`src/rtl/cu_io_arbiter.sv`:
```
// Round-robin, time-multiplexed owner of the chip-top output pins for two compute units.
// One unit drives uo_out/uio_out/uio_oe at a time, with bounded hold and a one-cycle turnaround.
module cu_io_arbiter #(
    parameter int HOLD_MAX = 8
) (
    input  logic       clk,
    input  logic       rst_n,
    input  logic       ena,
    input  logic [1:0] req,
    input  logic [7:0] cu0_uo,
    input  logic [7:0] cu0_uio_out,
    input  logic [7:0] cu0_uio_oe,
    input  logic [7:0] cu1_uo,
    input  logic [7:0] cu1_uio_out,
    input  logic [7:0] cu1_uio_oe,
    output logic [1:0] gnt,
    output logic [7:0] uo_out,
    output logic [7:0] uio_out,
    output logic [7:0] uio_oe
);

    localparam logic [1:0] IDLE = 2'd0;
    localparam logic [1:0] OWN0 = 2'd1;
    localparam logic [1:0] OWN1 = 2'd2;
    localparam logic [1:0] TURN = 2'd3;

    localparam logic [3:0] HOLD_LIM = 4'(HOLD_MAX);

    logic [1:0] state_q, state_d;
    logic [1:0] gnt_q, gnt_d;
    logic [3:0] hold_cnt_q, hold_cnt_d;
    logic       last_q, last_d;

    // IDLE and TURN arbitrate identically; on a tie the unit that did not own last wins.
    always_comb begin
        state_d    = state_q;
        gnt_d      = gnt_q;
        hold_cnt_d = hold_cnt_q;
        last_d     = last_q;
        if (ena) begin
            case (state_q)
                IDLE, TURN: begin
                    state_d    = IDLE;
                    gnt_d      = 2'b00;
                    hold_cnt_d = 4'd0;
                    if ((req[0] && !req[1]) || (req == 2'b11 && last_q)) begin
                        state_d    = OWN0;
                        gnt_d      = 2'b01;
                        hold_cnt_d = 4'd1;
                    end else if (req[1]) begin
                        state_d    = OWN1;
                        gnt_d      = 2'b10;
                        hold_cnt_d = 4'd1;
                    end
                end
                OWN0: begin
                    if (!req[0] || (hold_cnt_q == HOLD_LIM && req[1])) begin
                        state_d    = TURN;
                        gnt_d      = 2'b00;
                        hold_cnt_d = 4'd0;
                        last_d     = 1'b0;
                    end else if (hold_cnt_q != HOLD_LIM) begin
                        hold_cnt_d = hold_cnt_q + 4'd1;
                    end
                end
                OWN1: begin
                    if (!req[1] || (hold_cnt_q == HOLD_LIM && req[0])) begin
                        state_d    = TURN;
                        gnt_d      = 2'b00;
                        hold_cnt_d = 4'd0;
                        last_d     = 1'b1;
                    end else if (hold_cnt_q != HOLD_LIM) begin
                        hold_cnt_d = hold_cnt_q + 4'd1;
                    end
                end
                default: begin
                    state_d    = IDLE;
                    gnt_d      = 2'b00;
                    hold_cnt_d = 4'd0;
                end
            endcase
        end
    end

    always_ff @(posedge clk) begin
        if (!rst_n) begin
            state_q    <= IDLE;
            gnt_q      <= 2'b00;
            hold_cnt_q <= 4'd0;
            last_q     <= 1'b1;
        end else begin
            state_q    <= state_d;
            gnt_q      <= gnt_d;
            hold_cnt_q <= hold_cnt_d;
            last_q     <= last_d;
        end
    end

    // The ungranted unit is never merged in; no owner drives all zeros.
    always_comb begin
        uo_out  = 8'h00;
        uio_out = 8'h00;
        uio_oe  = 8'h00;
        case (gnt_q)
            2'b01: begin
                uo_out  = cu0_uo;
                uio_out = cu0_uio_out;
                uio_oe  = cu0_uio_oe;
            end
            2'b10: begin
                uo_out  = cu1_uo;
                uio_out = cu1_uio_out;
                uio_oe  = cu1_uio_oe;
            end
            default: begin
                uo_out  = 8'h00;
                uio_out = 8'h00;
                uio_oe  = 8'h00;
            end
        endcase
    end

    assign gnt = gnt_q;

    // Owner switches must always pass through an all-zero grant.
    always_ff @(posedge clk) begin
        if (rst_n) begin
            assert ($onehot0(gnt_q));
            assert (!((gnt_q != 2'b00) && (gnt_d != 2'b00) && (gnt_d != gnt_q)));
        end
    end

endmodule

```
`config.mk`:
```
export PLATFORM = sky130hd
export DESIGN_NAME = cu_io_arbiter
export DESIGN_NICKNAME = d
export VERILOG_FILES = /design/src/rtl/cu_io_arbiter.sv
export SDC_FILE = /design/constraint.sdc
export NUM_CORES = 1
export LEC_CHECK = 0
export ABC_AREA = 0
export CAP_MARGIN = 30
export CELL_PAD_IN_SITES_DETAIL_PLACEMENT = 2
export CELL_PAD_IN_SITES_GLOBAL_PLACEMENT = 2
export CORE_MARGIN = 4
export CORE_UTILIZATION = 13
export DETAILED_ROUTE_END_ITERATION = 16
export PLACE_DENSITY_LB_ADDON = 0.1
export SETUP_SLACK_MARGIN = 0.4
export SLEW_MARGIN = 10
export SYNTH_ARGS = -nofsm -noshare
export SYNTH_HDL_FRONTEND = slang
export SYNTH_SLANG_ARGS = --single-unit
```
`constraint.sdc`:
```
create_clock -name clk -period 1.7 [get_ports clk]
set_clock_uncertainty 0.05 [all_clocks]
set_input_delay 0.425 -clock clk [delete_from_list [all_inputs] [get_ports clk]]
set_output_delay 0.425 -clock clk [all_outputs]
set_load 0.03 [all_outputs]
```
==> impl_metrics.env <==
export IMPL_start_util_pct=13.4
export IMPL_violations="negative setup slack"
export IMPL_cp_slowest_stage_delay_ns=0.37
export IMPL_rsz0062_at_grt="yes"
export IMPL_drt_pass1_iter_count=4
export IMPL_die_h_um=91.9
export IMPL_setup_viol=24
export IMPL_antenna_left=0
export IMPL_ctsHoldBuffers=0
export IMPL_cp_buffers_inverters=3
export IMPL_period_share_pct=111
export IMPL_final_instance_count_excl_fill=329
export IMPL_clkSlewWorstSetupHoldPaths_ns=0.05
export IMPL_cp_start_kind="register"
export IMPL_path_class="register to output pin"
export IMPL_area_growth_pct=187
export IMPL_clock_latency_ns=0.24
export IMPL_clockBufferDepth=2
export IMPL_routed_wirelength_mm=5.54
export IMPL_powerDensity_nw_per_um2=490
export IMPL_core_area_sq_um=6830
export IMPL_cp_cell_sequence="inv_2 -> ha_4 -> buf_12 -> a22oi_2 -> nor2_4 -> buf_6"
export IMPL_clock_sinks=9
export IMPL_grt_total_usage_pct=13.2
export IMPL_synth_area_top_cells="a22oi_1, dfxtp_1, nor2_1, ha_1, inv_1"
export IMPL_cp_slowest_cell="dfxtp_4"
export IMPL_synth_seq_cells=9
export IMPL_viasPerCell=4.38
export IMPL_status="complete, but fails checks"
export IMPL_io_buffers=78
export IMPL_worst_path_max_fanout=12
export IMPL_synth_main_ff_cell="dfxtp_1"
export IMPL_drv_slew=0
export IMPL_ys_warn_count=0
export IMPL_dp_final_hpwl_mm=4.03
export IMPL_yosysSeqAreaShare_pct=19.7
export IMPL_required_ns=1.22
export IMPL_synth_area_sq_um=915
export IMPL_drive_above_1_share_pct=59.7
export IMPL_drc=0
export IMPL_placedCellCount=307
export IMPL_synth_top_area_cell="a22oi_1"
export IMPL_cp_arrival_ns=1.41
export IMPL_yosysTopAreaCellShare_pct=20.5
export IMPL_end_kind="output pin"
export IMPL_max_vdd_ir_drop_mv=0.346
export IMPL_antenna_found_initial=0
export IMPL_max_cap_violations=0
export IMPL_dieWidth_um=91.9
export IMPL_cts_tree="done"
export IMPL_cts_inserted_buffers=3
export IMPL_syn_nets=186
export IMPL_first_iter_violations=13
export IMPL_grt_max_degree=15
export IMPL_grt_overflow=0
export IMPL_synth_avg_cell_area_sq_um=7.20
export IMPL_fmax_ghz=0.532
export IMPL_n_antenna_cell=0
export IMPL_vias=1441
export IMPL_async_flop_share_pct=0
export IMPL_synth_edf_count=0
export IMPL_fin_total_pwr_mw=1.29
export IMPL_worst_pin_slew_ns=0.286
export IMPL_grt_pass1_wl_mm=8.96
export IMPL_htree_levels=1
export IMPL_synth_cell_types=31
export IMPL_syn_inst=127
export IMPL_hold_viol=0
export IMPL_gp_congestion=0.719
export IMPL_fp_dieArea_sq_um=8440
export IMPL_io_pins=79
export IMPL_leakagePower_nw=0.890
export IMPL_grt_pass1_vias=1622
export IMPL_fin_ws_ns=-0.181
export IMPL_cts_root_buf="clkbuf_8"
export IMPL_post_drt_wl_per_cell_um=16.8
export IMPL_rows=30
export IMPL_crit_family="flip-flops"
export IMPL_min_path_type="register to register"
export IMPL_final_nets=293
export IMPL_min_period_ns=1.88
export IMPL_slew_headroom_pct=81.0
[layout by cell type (no fill, tap or decap), types with 2 or more instances in the layout]
| cell | n |
|---|---|
| nand4_1 | 2 |
| buf_12 | 5 |
| dlygate4sd2_1 | 3 |
| nand3_1 | 4 |
| inv_2 | 6 |
| o21ai_1 | 3 |
| ha_4 | 5 |
| inv_1 | 4 |
| buf_6 | 29 |
| dfxtp_1 | 2 |
| clkbuf_8 | 3 |
| dfxtp_2 | 5 |
| and4b_1 | 2 |
| nand2_1 | 8 |
| dfxtp_4 | 2 |
| buf_4 | 22 |
| o2111ai_4 | 2 |
| clkdlybuf4s50_1 | 49 |
| a22oi_2 | 25 |
| nor2b_1 | 2 |
| nand3b_1 | 5 |
| nor2_4 | 23 |
[through the flow]
stage	utilization, %	setup TNS (ns)	worst slack [ns]	instance area [sq um]	hold WS (ns)
final	38.5	-3.76	-0.181	2630	0.499
after detailed placement	32.6	-4.06	-0.297	2230	0.487
after global routing	38.5	-5.40	-0.251	2630	0.535
after global placement	32.6	-3.02	-0.227	2230	0.461
after floorplan	-	0	0.108	1390	0.433
after CTS	37.1	-4.57	-0.217	2540	0.494
[worst reg2reg max path, stage by stage (launching register included)]
cell	delay [ns]
dfxtp_2	0.33
inv_2	0.05
ha_4	0.17
and4b_1	0.19
o32a_4	0.35
nor3b_2	0.16
o31a_1	0.15
[cell type report]
cell class,count,area [sq um]
Timing Repair Buffer,109,1130
Tap cell,96,120
Clock inverter,1,5.00
Multi-Input combinational cell,101,1100
Sequential cell,9,194
Fill cell,752,4200
Clock buffer,3,41.3
Inverter,10,37.5
[registers in the layout (all words and copies together) (netlist names)]
signal      cells
hold_cnt_q      4
gnt             2
state_q         2
last_q          1
[synth_stat cells, types with 2 or more instances]
cell type	number
and4b_1	2
a21oi_1	2
nor2_1	24
inv_1	10
nor2b_1	2
dfxtp_1	9
o21ai_0	3
nand3_1	5
a22oi_1	25
ha_1	6
nand3b_1	5
nand4_1	2
clkbuf_1	7
nand2_1	8
[metal layers]
layer	vias to the layer above	global-route usage [%]	routed length, um
met2	60	23.5	2770
met1	691	15.8	2370
met4	0	3.59	48
li1	684	-	-
met3	6	3.04	355
met5	-	0	0
[kinds of logic (layout without fill, tap and decap cells)]
| kind of cell | Yosys count | in the layout | share of synthesized area [%] |
|---|---|---|---|
| buffers and inverters | 18 | 123 | 7.52 |
| adder cells (fa/ha/maj) | 6 | 6 | 8.21 |
| flip-flops | 9 | 9 | 19.7 |
| AO/OA/AOI/OAI | 41 | 42 | 35.4 |
| AND/OR/NAND/NOR | 53 | 53 | 29.1 |
[worst paths after layout]
path | from | end | slack, ns | cells past startpoint
worst min register to register | last_q | last_q | 0.50 | 2
worst max-delay path | gnt[0] | uo_out[0] | -0.18 | 6
worst min-delay path | last_q | last_q | 0.50 | 2
worst max register to register | hold_cnt_q[1] | hold_cnt_q[2] | 0.19 | 6
[repair_timing]
| item | CTS | global route |
|---|---|---|
| cloned | 1 | 1 |
| gates resized for setup | 47 | 14 |
| pin swaps | 16 | 22 |
| hold endpoints to repair | 0 | 0 |
| setup endpoints to repair | 35 | 34 |
| buffers inserted | 14 | 2 |
[power breakdown]
group / internal (mW) / total, mW / switching, mW
Clock: 0.161 / 0.261 / 0.0996
Sequential: 0.230 / 0.250 / 0.0192
Combinational: 0.402 / 0.778 / 0.376
Total: 0.793 / 1.29 / 0.495
Power figures use the tool's default switching activity.
